`config.mk`:
```
export PLATFORM = sky130hd
export DESIGN_NAME = div_seq
export DESIGN_NICKNAME = d
export VERILOG_FILES = /design/src/rtl/div_seq.sv
export SDC_FILE = /design/constraint.sdc
export NUM_CORES = 1
export LEC_CHECK = 0
export CAP_MARGIN = 10
export CELL_PAD_IN_SITES_DETAIL_PLACEMENT = 1
export CELL_PAD_IN_SITES_GLOBAL_PLACEMENT = 2
export CORE_MARGIN = 2
export CORE_UTILIZATION = 32
export CTS_CLUSTER_SIZE = 24
export DETAILED_ROUTE_END_ITERATION = 8
export GPL_TIMING_DRIVEN = 1
export HOLD_SLACK_MARGIN = 0.15
export MAX_ROUTING_LAYER = met4
export PLACE_DENSITY_LB_ADDON = 0.1
export SLEW_MARGIN = 10
export SYNTH_ARGS = -nofsm -noshare
export SYNTH_HDL_FRONTEND = slang
export SYNTH_SLANG_ARGS = --single-unit
```
`constraint.sdc`:
```
create_clock -name i_clk -period 6.36 [get_ports i_clk]
set_input_delay 1.59 -clock i_clk [delete_from_list [all_inputs] [get_ports i_clk]]
set_output_delay 1.59 -clock i_clk [all_outputs]
set_load 0.02 [all_outputs]
```
`src/rtl/div_seq.sv`:
```
// div_seq: iterative 32-bit divide sequencer for RISC-V DIV/DIVU/REM/REMU.
// Restoring division, one quotient bit per cycle. Every subtraction and
// negation is done on an external adder driven through o_add_* / i_add_*.
//
// Ports:
//   i_clk, i_reset      clock (rising edge), asynchronous active-high reset
//   i_flush             synchronous kill of the in-flight operation
//   i_valid, o_ready    request handshake (o_ready high only in IDLE)
//   i_op                00 DIV, 01 DIVU, 10 REM, 11 REMU
//   i_a, i_b            dividend, divisor
//   o_valid, i_ready    result handshake; o_result held while i_ready low
//   o_result            quotient or remainder (registered)
//   o_add_a/b/c         adder operands and carry-in (0 when adder unused)
//   i_add_sum/carry     combinational adder return
module div_seq #(
  parameter int unsigned WIDTH = 32
) (
  input  logic             i_clk,
  input  logic             i_reset,
  input  logic             i_flush,
  input  logic             i_valid,
  output logic             o_ready,
  input  logic [1:0]       i_op,
  input  logic [WIDTH-1:0] i_a,
  input  logic [WIDTH-1:0] i_b,
  output logic             o_valid,
  input  logic             i_ready,
  output logic [WIDTH-1:0] o_result,
  output logic [WIDTH-1:0] o_add_a,
  output logic [WIDTH-1:0] o_add_b,
  output logic             o_add_c,
  input  logic [WIDTH-1:0] i_add_sum,
  input  logic             i_add_carry
);

  if (WIDTH != 32) begin : g_width_check
    $error("div_seq: only WIDTH=32 is supported");
  end

  typedef enum logic [2:0] {
    S_IDLE, S_NEG_A, S_NEG_B, S_ITER, S_FIX, S_DONE
  } state_t;

  state_t           state;
  logic [WIDTH-1:0] r_q;     // partial remainder
  logic [WIDTH-1:0] n_q;     // dividend shifting out, quotient shifting in
  logic [WIDTH-1:0] d_q;     // divisor
  logic [4:0]       cnt_q;
  logic [1:0]       op_q;
  logic             sa_q;
  logic             sb_q;

  logic             in_signed;
  logic             in_sa;
  logic             in_sb;
  logic             div_zero;
  logic             sig_ovf;
  logic             q_bit;
  logic [WIDTH-1:0] shifted_r;
  logic [WIDTH-1:0] r_next;
  logic [WIDTH-1:0] n_next;
  logic             need_fix;

  assign o_ready   = (state == S_IDLE);

  assign in_signed = ~i_op[0];
  assign in_sa     = in_signed & i_a[WIDTH-1];
  assign in_sb     = in_signed & i_b[WIDTH-1];
  assign div_zero  = (i_b == '0);
  assign sig_ovf   = in_signed && (i_a == {1'b1, {(WIDTH-1){1'b0}}}) && (i_b == '1);

  // Shifted remainder is conceptually 33 bits; its dropped MSB (r_q[31])
  // guarantees it exceeds the divisor, so it forces the quotient bit.
  assign shifted_r = {r_q[WIDTH-2:0], n_q[WIDTH-1]};
  assign q_bit     = r_q[WIDTH-1] | i_add_carry;
  assign r_next    = q_bit ? i_add_sum : shifted_r;
  assign n_next    = {n_q[WIDTH-2:0], q_bit};

  // REM takes the dividend's sign; DIV is negative when signs differ.
  assign need_fix  = op_q[1] ? sa_q : (sa_q ^ sb_q);

  always_comb begin
    o_add_a = '0;
    o_add_b = '0;
    o_add_c = 1'b0;
    unique case (state)
      S_NEG_A: begin
        o_add_b = ~n_q;
        o_add_c = 1'b1;
      end
      S_NEG_B: begin
        o_add_b = ~d_q;
        o_add_c = 1'b1;
      end
      S_ITER: begin
        o_add_a = shifted_r;
        o_add_b = ~d_q;
        o_add_c = 1'b1;
      end
      S_FIX: begin
        o_add_b = op_q[1] ? ~r_q : ~n_q;
        o_add_c = 1'b1;
      end
      default: ;
    endcase
  end

  always_ff @(posedge i_clk or posedge i_reset) begin
    if (i_reset) begin
      state    <= S_IDLE;
      r_q      <= '0;
      n_q      <= '0;
      d_q      <= '0;
      cnt_q    <= '0;
      op_q     <= '0;
      sa_q     <= 1'b0;
      sb_q     <= 1'b0;
      o_valid  <= 1'b0;
      o_result <= '0;
    end else if (i_flush) begin
      state   <= S_IDLE;
      o_valid <= 1'b0;
    end else begin
      unique case (state)
        S_IDLE: begin
          if (i_valid) begin
            op_q <= i_op;
            if (div_zero) begin
              o_result <= i_op[1] ? i_a : '1;
              o_valid  <= 1'b1;
              state    <= S_DONE;
            end else if (sig_ovf) begin
              o_result <= i_op[1] ? '0 : i_a;
              o_valid  <= 1'b1;
              state    <= S_DONE;
            end else begin
              n_q   <= i_a;
              d_q   <= i_b;
              r_q   <= '0;
              cnt_q <= '0;
              sa_q  <= in_sa;
              sb_q  <= in_sb;
              if (in_sa)      state <= S_NEG_A;
              else if (in_sb) state <= S_NEG_B;
              else            state <= S_ITER;
            end
          end
        end
        S_NEG_A: begin
          n_q   <= i_add_sum;
          state <= sb_q ? S_NEG_B : S_ITER;
        end
        S_NEG_B: begin
          d_q   <= i_add_sum;
          state <= S_ITER;
        end
        S_ITER: begin
          r_q   <= r_next;
          n_q   <= n_next;
          cnt_q <= cnt_q + 5'd1;
          if (cnt_q == 5'd31) begin
            if (need_fix) begin
              state <= S_FIX;
            end else begin
              // Result register loads the final-iteration values directly
              // so o_valid can rise on the same edge.
              o_result <= op_q[1] ? r_next : n_next;
              o_valid  <= 1'b1;
              state    <= S_DONE;
            end
          end
        end
        S_FIX: begin
          o_result <= i_add_sum;
          o_valid  <= 1'b1;
          state    <= S_DONE;
        end
        S_DONE: begin
          if (i_ready) begin
            o_valid <= 1'b0;
            state   <= S_IDLE;
          end
        end
        default: state <= S_IDLE;
      endcase
    end
  end

endmodule

```
==> results.md <==
- Status: completed
- WL/cell: ~26 um
- Comb power frac: 0.526
- Synthesized flop and latch total: 140
- Die Ht: 176 um
- Reg-to-Reg Start: state[1]
- Final cell count without fillers: ~1600
- Via count: roughly 8900
- Final net count: 1264
- RSZ-0062 raised after global routing: false
- Sw frac: 0.431
- Mapped Avg Cell Area: 9.41 sq um
- Lkg Pwr: 4.87 nW
- DRC viols: 0
- Largest fanout on the critical path: 36
- # fillers: 3285
- Hold Crit Endpoint: o_result[15]
- Main synth FF type: dfrtp_1
- Most common cell after layout, fill and taps aside: clkdlybuf4s50_1
- Mapped Cells: roughly 1000
- Power, Total: approximately 6 mW
- Vias in the first global route: 9347
- HP Class: reg -> reg
- CP Capture Type: primary output
- Final WS setup: roughly 1.4 ns
- Post-synth EDFFs: 0
- Antenna-violating nets left: 0
- Period utilization: 0.781
- Least-Margin Pin Slew: 1.15 ns
- Worst Path Required: 4.77 ns
- Final-report max-slew violation count: 0
- Hold path startpoint: o_result[15]
- Syn Std Cell Area: between 9000 and 10000 sq um
- Max Cap Viol: 0
- Post-synth top area share: 0.371
- Clock Path Buffers: 2
- Io pins: 203
- Maximum vdd ir drop: roughly 0.19 mV
- Hold path cells: 1
- Pre-antenna DRT Iters: 5
- Seq/Total Area, Yosys: 0.371
- WP data arrival: 3.38 ns
- Worst skew pair latency: approximately 0.44 ns
- TritonCTS clock tree: done
- Post-layout minimum cycle time: just under 5 ns
- Layout Skew: 0.0134 ns
- First-pass GRT wire length: between 60000 and 70000 um
- CTS sink cnt: 140
- DP Cell Count: 1523
- Cells on worst reg2reg path: 7
- CTS Root Cell: clkbuf_16
- CP Class: reg -> out
- Dpl hpwl: 27400 um
- Gr ovfl total: 0
- Max Fclk: 201 MHz
- Largest net degree at the start of global routing: 56
- Initial Util: 0.327
- Port buffer count: 202
- Cts-stage hold buffer count: 0
- Worst rel slew slack: 0.233
- Initial antenna violation count: 1
- Area leader, netlist: dfrtp_1
- Post_cts resized: 0
- Tot GR Track Use: 0.275
- Yosys cell types: 53
- Area growth syn-to-layout: 30.9%
- Layout cell share with drive strength beyond 1: 0.178
- Final count of hold timing violations: 0
- Setup Fix Bufs, Post-CTS: 0
- Post-Place Worst Slack: 1.30 ns
- Async set-reset flop share out of synthesis: 1.00
- CTS H-tree lvls: 4
- Final GP Congestion: roughly 0.82
- Net Count, Synth: 1109
- Most frequent cells in the layout: clkdlybuf4s50_1, dfrtp_1, mux2_2
- Worst hold slack: 0.510 ns
- Synth area leaders: dfrtp_1, mux2_2, mux2i_1
- Psw: roughly 2.5 mW
- Synth warn: 0
- Finish-stage setup viols: 0
- Pwr per Cell Area: around 480 nW/um^2
- Site Rows: 62
- Die area: 30900 sq um
- TNS Setup: 0 ns
- DR iter-0 viols: 720
- Internal: 3.34 mW
- Die Wd: roughly 180 um
- R2R setup slack: around 2.2 ns
- Crit path launch type: flop
- CTS buffer count: 17
- Reg power frac: 0.291
- Total Wirelength: 41200 um
- Area of the core: 28900 sq um
- Worst flop-to-flop path endpoint: n_q[19]
- Clock Power Share: 0.183
- Clk slew on worst S/H paths: roughly 0.070 ns
- Post-DR vias/cell: between 5 and 6
## routing by layer
metal / share of wire / routed length (um) / vias up / track usage
met1: 0.48 / 19800 / 4545 / 0.381
met5: 0 / 0 / - / -
li1: - / - / 4067 / -
met3: 0.037 / 1520 / 50 / 0.0323
met2: 0.46 / 19000 / 233 / 0.426
met4: 0.021 / 884 / 0 / 0.0785
## worst max-delay path by stage
stage / slack, ns / end / from / cells past startpoint
6_report: 1.39 / o_add_b[19] / state[1] / 4
5_1_grt: 1.23 / o_add_b[20] / state[1] / 4
4_1_cts: 1.31 / o_add_b[0] / state[1] / 4
3_5_place_dp: 1.30 / n_q[20] / i_b[31] / 8
3_3_place_gp: 1.37 / n_q[16] / i_b[31] / 8
2_1_floorplan: 1.02 / cnt_q[0] / i_reset / 1
## Yosys cell counts (2+ instances only)
cell / instances
dfrtp_1: 140
mux2_2: 103
a21oi_1: 100
nand2_1: 80
nor2_1: 77
o21ai_0: 76
clkbuf_1: 69
mux2i_1: 63
and3_1: 34
o211ai_1: 32
o22a_1: 32
o22ai_1: 30
o311ai_0: 30
mux2_4: 29
nor4_1: 13
nand4_1: 12
buf_2: 10
buf_6: 7
nand3_1: 7
nor3_1: 7
nor2b_1: 5
inv_1: 4
buf_1: 3
buf_12: 3
xor2_1: 3
and4b_1: 2
ha_1: 2
nand2b_1: 2
nor4b_1: 2
or3_1: 2
or4_1: 2
## stage by stage
| stage | utilization | area, sq um |
|---|---|---|
| 5_1_grt | 0.428 | 12400 |
| 3_3_place_gp | 0.407 | 11700 |
| 2_1_floorplan | - | 9440 |
| 3_5_place_dp | 0.407 | 11700 |
| 6_report | 0.428 | 12400 |
| 4_1_cts | 0.428 | 12400 |
## critical path: stages (launching register included)
cell	delay [ns]
dfrtp_2	0.62
buf_4	0.62
or2_2	0.77
o21ai_0	0.31
clkdlybuf4s50_1	0.61
## registers in the layout, indices dropped and copies added (netlist names)
| register | count |
|---|---|
| state | 3 |
| sb_q | 1 |
| cnt_q | 5 |
| d_q | 32 |
| n_q | 32 |
| o_result | 32 |
| o_valid | 1 |
| r_q | 32 |
| op_q | 1 |
| sa_q | 1 |
## final cells by class
type | count | area, sq um | share of cell area
multi-input cells | 765 | 5490 | 0.445
flip-flops and latches | 140 | 3510 | 0.284
repair buffers | 229 | 2240 | 0.181
well taps | 384 | 480 | 0.0389
clock buffers | 20 | 447 | 0.0362
clock inverters | 12 | 163 | 0.0132
inverters | 5 | 23.8 | 0.00192
diodes | 1 | 2.50 | 0.000203
## power by group through the flow
| stage | logic (mW) | registers (mW) | clock network, mW |
|---|---|---|---|
| finish | 3.09 | 1.71 | 1.07 |
| CTS | 3.10 | 1.71 | 1.09 |
| global placement | 3.06 | 1.71 | 0 |
| floorplan | 1.92 | 1.64 | 0 |
| detailed placement | 3.08 | 1.72 | 0 |
| global route | 3.31 | 1.77 | 1.12 |
## cell families (layout without fill, tap and decap cells)
| logic type | count (synthesis) | count (layout) | synth area share |
|---|---|---|---|
| other cells | 0 | 1 | 0 |
| fa+ha+maj | 2 | 2 | 0.00265 |
| mux | 195 | 195 | 0.236 |
| buf+inv | 98 | 266 | 0.0522 |
| simple gates | 252 | 252 | 0.127 |
| flops | 140 | 140 | 0.371 |
| xor+xnor | 4 | 4 | 0.00371 |
| compound gates | 312 | 312 | 0.207 |
Power figures use the tool's default switching activity.
